[src/rtl/shift_sequencer.sv]
// Multishift controller: clocks the datapath a microinstruction-supplied number of
// times while holding the microsequencer, with memory-wait stalls honoured throughout.
module shift_sequencer #(
  parameter int CNT_WIDTH = 10
) (
  input  logic                 clk,
  input  logic                 rst,
  input  logic                 shiftREQ,
  input  logic [CNT_WIDTH-1:0] shiftCNT,
  input  logic                 busWAIT,
  output logic                 clkenDP,
  output logic                 clkenCR,
  output logic                 shiftBUSY,
  output logic                 shiftDONE,
  output logic [CNT_WIDTH-1:0] shiftREM
);

  // state   | meaning
  // S_IDLE  | normal single-step; a request with n>=2 performs the first shift here
  // S_SHIFT | sequencer held, datapath clocked until the remaining count reaches 1
  typedef enum logic {
    S_IDLE  = 1'b0,
    S_SHIFT = 1'b1
  } state_t;

  localparam logic [CNT_WIDTH-1:0] CNT_ONE = CNT_WIDTH'(1);

  state_t               state_q, state_d;
  logic [CNT_WIDTH-1:0] cnt_q, cnt_d;
  logic                 done_q, done_d;

  always_ff @(posedge clk or posedge rst) begin
    if (rst) begin
      state_q <= S_IDLE;
      cnt_q   <= '0;
      done_q  <= 1'b0;
    end else begin
      state_q <= state_d;
      cnt_q   <= cnt_d;
      done_q  <= done_d;
    end
  end

  always_comb begin
    state_d = state_q;
    cnt_d   = cnt_q;
    done_d  = 1'b0;
    clkenDP = 1'b0;
    clkenCR = 1'b0;
    case (state_q)
      S_IDLE: begin
        if (!busWAIT) begin
          if (!shiftREQ) begin
            clkenDP = 1'b1;
            clkenCR = 1'b1;
          end else if (shiftCNT == '0) begin
            clkenCR = 1'b1;
          end else if (shiftCNT == CNT_ONE) begin
            clkenDP = 1'b1;
            clkenCR = 1'b1;
          end else begin
            clkenDP = 1'b1;
            cnt_d   = shiftCNT - CNT_ONE;
            state_d = S_SHIFT;
          end
        end
      end
      S_SHIFT: begin
        if (!busWAIT) begin
          clkenDP = 1'b1;
          if (cnt_q > CNT_ONE) begin
            cnt_d = cnt_q - CNT_ONE;
          end else begin
            // last shift: release the sequencer on the same cycle
            clkenCR = 1'b1;
            cnt_d   = '0;
            state_d = S_IDLE;
            done_d  = 1'b1;
          end
        end
      end
      default: begin
        state_d = S_IDLE;
        cnt_d   = '0;
      end
    endcase
    // enables must drop the instant reset asserts, not at the next edge
    if (rst) begin
      clkenDP = 1'b0;
      clkenCR = 1'b0;
    end
  end

  assign shiftBUSY = (state_q == S_SHIFT);
  assign shiftDONE = done_q;
  assign shiftREM  = cnt_q;

endmodule

[config.mk]
export PLATFORM = sky130hd
export DESIGN_NAME = shift_sequencer
export DESIGN_NICKNAME = d
export VERILOG_FILES = /design/src/rtl/shift_sequencer.sv
export SDC_FILE = /design/constraint.sdc
export NUM_CORES = 1
export LEC_CHECK = 0
export ABC_CLOCK_PERIOD_IN_PS = 4200
export CORE_AREA = 2 2 53 55
export DETAILED_ROUTE_END_ITERATION = 10
export DIE_AREA = 0 0 55 57
export PLACE_DENSITY = 0.65
export SYNTH_ARGS = -nofsm -noshare
export SYNTH_HDL_FRONTEND = slang
export SYNTH_SLANG_ARGS = --single-unit
[constraint.sdc]
create_clock -name clk -period 4.2 [get_ports clk]
set_input_delay 0.84 -clock clk [delete_from_list [all_inputs] [get_ports clk]]
set_output_delay 0.84 -clock clk [all_outputs]
set_load 0.01 [all_outputs]
Yosys cells after proc, flatten, opt, wreduce, memory -nomap -nowiden
Index checks and enable logic that the tools add are counted.
{ "op_classes": {"n_bitwise": 1, "n_addsub": 2, "n_eq_ne": 6, "reduce_logical": 2, "magnitude_cmp": 1, "n_mux": 29} }
{ "ops": {"columns": ["operator", "count"], "rows": [
  ["two-way mux 10 bit", 6],
  ["one-hot mux 10 bit (2 select lines)", 1],
  ["subtractor 10 x 1 -> 10 bit, second input constant", 2],
  ["two-way mux 1 bit", 19],
  ["equality test 10 x 1 -> 1 bit, second input constant", 1],
  ["> comparator 10 x 1 -> 1 bit, second input constant", 1],
  ["zero test 10 bit", 1],
  ["inequality test 2 bit, second input constant", 5],
  ["one-hot mux 1 bit (2 select lines)", 3],
  ["AND reduction 5 bit", 1],
  ["inverter 1 bit", 1]
]} }
{ "totals": {"output_inout_bits": 14, "ff_bits": 12, "elab_cells": 44} }

Logic depth before layout (Yosys ltp)
{ "logic_depth": {"word_depth": 7, "depth_mapped": 8, "ltp_nobuf": 7} }

Least setup slack after synthesis
OpenSTA, ideal clock, no wires.
{ "synth_timing": {"path_type": "in2out", "start": "input port shiftCNT[2]", "end": "output port clkenCR", "n_path_buf": 1, "arrival_time_ns": 2.184, "path_stages": 5, "path_slack_ns": 1.176, "path_cell_list": "or4_1 -> buf_2 -> o31ai_1 -> o21ai_0 -> nor3_1"} }
{ "synth_between": {"elab_chain_len": 7} }
{ "synth_lines": {"columns": ["element", "line_no", "rtl"], "rows": [
  ["start, declared", "9", "input logic [CNT_WIDTH-1:0] shiftCNT,"],
  ["equality test 10 x 1 -> 1 bit", "58", "end else if (shiftCNT == CNT_ONE) begin"],
  ["two-way mux 1 bit", "58", null],
  ["two-way mux 1 bit *", "56", "end else if (shiftCNT == '0) begin"],
  ["two-way mux 1 bit *", "53", "if (!shiftREQ) begin"],
  ["two-way mux 1 bit *", "52", "if (!busWAIT) begin"],
  ["one-hot mux 1 bit (2 select lines) *", "50", "case (state_q)"],
  ["two-way mux 1 bit *", "88", "if (rst) begin"],
  ["end, declared", "12", "output logic clkenCR,"]
]} }
Mark *: on every way between the ends. The rest lies on a longest branch, timed or not.

Final worst setup path
Same ends and word-level chain as after synthesis.

==> run summary <==
• Syn-to-layout area delta: 34.32%
• residual overflow from global routing: 0
• routed length per instance: 13.96 µm
• hold violation count in the final report: 0
• antenna violation net count after detailed routing: 0
• unrepaired setup endpoints after global routing: no
• worst-path cell with the longest stage delay: sky130_fd_sc_hd__or4_1
• level count of the clock H-tree: 1
• drc violations: 0
• Tightest Pin Transition: 598.1 ps
• upper clock frequency limit: 252.9 MHz
• maximum number of pins on one net before global-route repair: 22
• via count of the first global-routing pass: 947
• Tightest Hold Check Type: flip-flop to flip-flop
• hold-fix buffer count after cts: 0
• required time of the critical path: 3360 ps
• CTS-repair resized insts: 0
• maximum buffer depth of the clock tree: 2
• worst setup skew after layout: 8.065 ps
• top-area cell type share of the netlist area: 0.3097
• leading cell type by number of instances after synthesis: sky130_fd_sc_hd__dfrtp_1
• later-pin clock latency in the skew report: 280 ps
• clock buffer count from CTS: 3
• register cell area after layout: 300.3 µm²
• ratio of cells with drive above 1 in the final layout: 0.06207
• placer's final routability congestion estimate: 0.7746
• number of different library cells in the post-synthesis netlist: 34
• Buffers & Inverters on Critical Path: 2
• GR Util All Layers: 0.1828
• CTS root buf: sky130_fd_sc_hd__clkbuf_4
• CTS clk-pin slew, worst paths: 80 ps
• core area: 2615 µm²
• Max Cap Violations: 0
• Avg Inst Size Synth: 8.218 µm²
• starting density of the core: 0.3708
• # rows: 19
• number of enable flip-flop cells after synthesis: 0
• number of nets at the end of the flow: 165
• cells along the critical path: clkdlybuf4s50_1, or4_1, o31ai_1, o21ai_0, nor3_1, clkdlybuf4s50_1
• mean number of vias per cell: 5.778
• DIE AREA: 3135 µm²
• final antenna diode count: 0
• crit-path most repeated cell: sky130_fd_sc_hd__clkdlybuf4s50_1
• CTS tree: built
• final setup violating endpoints: 0
• maximum cell stage delay along the critical path: 570 ps
• Pre-Repair DR Iteration Count: 4
• first-pass GRT wire length: 4229 µm
• leakage power: 0.5113 nW
• Worst path top cell family by delay: buffers and inverters
• dpl hpwl: 1899 µm
• # clock sinks: 12
• CP Max Fanout: 5
• maximum VDD drop: 0.0002750 V
• classification of the worst setup path: input port to output port
• total standard cell area after synthesis: 969.7 µm²
• post-synthesis async set-or-reset flop share: 1.000
• antenna violations before repair: 0
• post-detailed-routing wire length: 2457 µm
• area taken by multi-input logic gates: 608.1 µm²
• main flop type after synthesis: sky130_fd_sc_hd__dfrtp_1
• syn nets: 137
• setup repair bufs after CTS: 0
• port buffer count: 27
• max_slew headroom: 0.6013
• DRC violation total after the first TritonRoute iteration: 18
• via count: 1,017
• Die Wd: 55 µm
• Die Y-Extent: 57 µm
• result of the run: completed
• top cell types by occurrence after synthesis: sky130_fd_sc_hd__dfrtp_1 (12), sky130_fd_sc_hd__nand2_1 (10), sky130_fd_sc_hd__nor3_1 (10)
• synthesized flop and latch total: 12
• Worst Setup Start Kind: input port
• Gate Count Post-Synth: 118
• library cell with the largest summed area after synthesis: sky130_fd_sc_hd__dfrtp_1
• number of inserted filler cells in the final layout: 263
• final-report max-slew violation count: 0
• power per unit of standard cell area: 555.9 nW/µm²
• number of ports placed on the die boundary: 28
• Setup crit end kind: output port
• Setup TNS: 0 ps
• warnings from Yosys: 0
• sequential fraction of the synthesis area: 0.3097
• leading cell types by total area after synthesis: sky130_fd_sc_hd__dfrtp_1 (31%), sky130_fd_sc_hd__ha_1 (6.5%), sky130_fd_sc_hd__xnor2_1 (5.4%)
• Arr. time, crit path: 3110 ps
• overall power after layout: 724.0 µW
• Final Critical Period: 3954 ps
• fin crit share: 0.9415
## per-layer routing
metal | routed length, µm | vias up | GRT usage
met3 | 126 | 5 | 0.03141
met4 | 39 | 0 | 0.06620
met2 | 1208 | 39 | 0.2857
li1 | - | 497 | -
met5 | 0 | - | 0
met1 | 1083 | 476 | 0.2500
## final cells by class
| cell class | instances | area share |
|---|---|---|
| Timing Repair Buffer | 29 | 0.2190 |
| Multi-Input combinational cell | 91 | 0.4669 |
| Tap cell | 31 | 0.02978 |
| Sequential cell | 12 | 0.2305 |
| Inverter | 9 | 0.02594 |
| Clock buffer | 4 | 0.02786 |
## state kept, by name (all words and copies together) (netlist names)
name       count
shiftREM      10
shiftDONE      1
shiftBUSY      1
## placed cells by master, fill, tap and decap left out
cell type                         instances
sky130_fd_sc_hd__clkdlybuf4s50_1         27
sky130_fd_sc_hd__dfrtp_1                 12
sky130_fd_sc_hd__nor3_1                  10
sky130_fd_sc_hd__nand2_1                 10
sky130_fd_sc_hd__inv_1                    9
sky130_fd_sc_hd__nor2_1                   8
sky130_fd_sc_hd__or4_1                    6
sky130_fd_sc_hd__xnor2_1                  6
sky130_fd_sc_hd__o21ai_0                  6
sky130_fd_sc_hd__a22o_1                   5
sky130_fd_sc_hd__ha_1                     5
sky130_fd_sc_hd__nand3_1                  3
sky130_fd_sc_hd__nor4_1                   3
sky130_fd_sc_hd__o22ai_1                  3
sky130_fd_sc_hd__o21a_1                   3
sky130_fd_sc_hd__clkbuf_4                 3
sky130_fd_sc_hd__o31ai_1                  2
sky130_fd_sc_hd__or2_2                    2
sky130_fd_sc_hd__nand3b_1                 2
sky130_fd_sc_hd__o221ai_1                 2
sky130_fd_sc_hd__o32ai_1                  2
sky130_fd_sc_hd__buf_4                    2
sky130_fd_sc_hd__a21oi_1                  1
sky130_fd_sc_hd__o41ai_1                  1
sky130_fd_sc_hd__a32o_1                   1
sky130_fd_sc_hd__nand4b_1                 1
sky130_fd_sc_hd__and4_1                   1
sky130_fd_sc_hd__nand2b_1                 1
sky130_fd_sc_hd__o311ai_0                 1
sky130_fd_sc_hd__o2bb2ai_1                1
sky130_fd_sc_hd__o211ai_1                 1
sky130_fd_sc_hd__o311ai_1                 1
sky130_fd_sc_hd__or3_2                    1
sky130_fd_sc_hd__xor2_1                   1
sky130_fd_sc_hd__and2_1                   1
sky130_fd_sc_hd__clkbuf_8                 1
## path summary, 6_finish.rpt
| kind | cells past startpoint | from | endpoint | slack, ps |
|---|---|---|---|---|
| worst max-delay path | 6 | shiftCNT[2] | clkenCR | 250 |
| worst min-delay path | 2 | shiftREM[3] | shiftREM[3] | 590 |
| worst max register to register | 7 | shiftREM[0] | shiftREM[4] | 2040 |
| worst min register to register | 2 | shiftREM[3] | shiftREM[3] | 590 |
| max in group asynchronous | 2 | rst | shiftREM[4] | 2940 |
| min in group asynchronous | 2 | rst | shiftBUSY | 930 |
## report_power, final
part	leakage [nW]	switching [mW]	internal (mW)
logic	0.347	0.166	0.200
clock network	0.0210	0.0423	0.0527
registers	0.143	0.0968	0.166
## through the flow
| step | hold slack [ps] | cells | cell area (µm²) | setup WS (ps) | utilization |
|---|---|---|---|---|---|
| 2_1_floorplan | 573.7 | 118 | 969.7 | 1176 | - |
| 3_3_place_gp | 561.6 | 172 | 1266 | 298.6 | 0.4842 |
| 3_5_place_dp | 578.5 | 172 | 1266 | 263.4 | 0.4842 |
| 4_1_cts | 592.9 | 176 | 1303 | 246.8 | 0.4981 |
| 5_1_grt | 636.6 | 176 | 1303 | 68.58 | 0.4981 |
| 6_report | 590.5 | 176 | 1303 | 245.8 | 0.4981 |
## worst min-delay path: stages (launching register included)
cell	delay [ps]
sky130_fd_sc_hd__dfrtp_1	430
sky130_fd_sc_hd__inv_1	70
sky130_fd_sc_hd__o2bb2ai_1	60
## kinds of logic (layout without fill, tap and decap cells)
| logic type | Yosys count | count (layout) | synth area share |
|---|---|---|---|
| flip-flops | 12 | 12 | 0.3097 |
| AND/OR/NAND/NOR | 49 | 49 | 0.2697 |
| AO/OA/AOI/OAI | 30 | 30 | 0.2297 |
| buffers and inverters | 15 | 42 | 0.06323 |
| adder cells (fa/ha/maj) | 5 | 5 | 0.06452 |
| XOR/XNOR | 7 | 7 | 0.06323 |
Power figures use the tool's default switching activity.
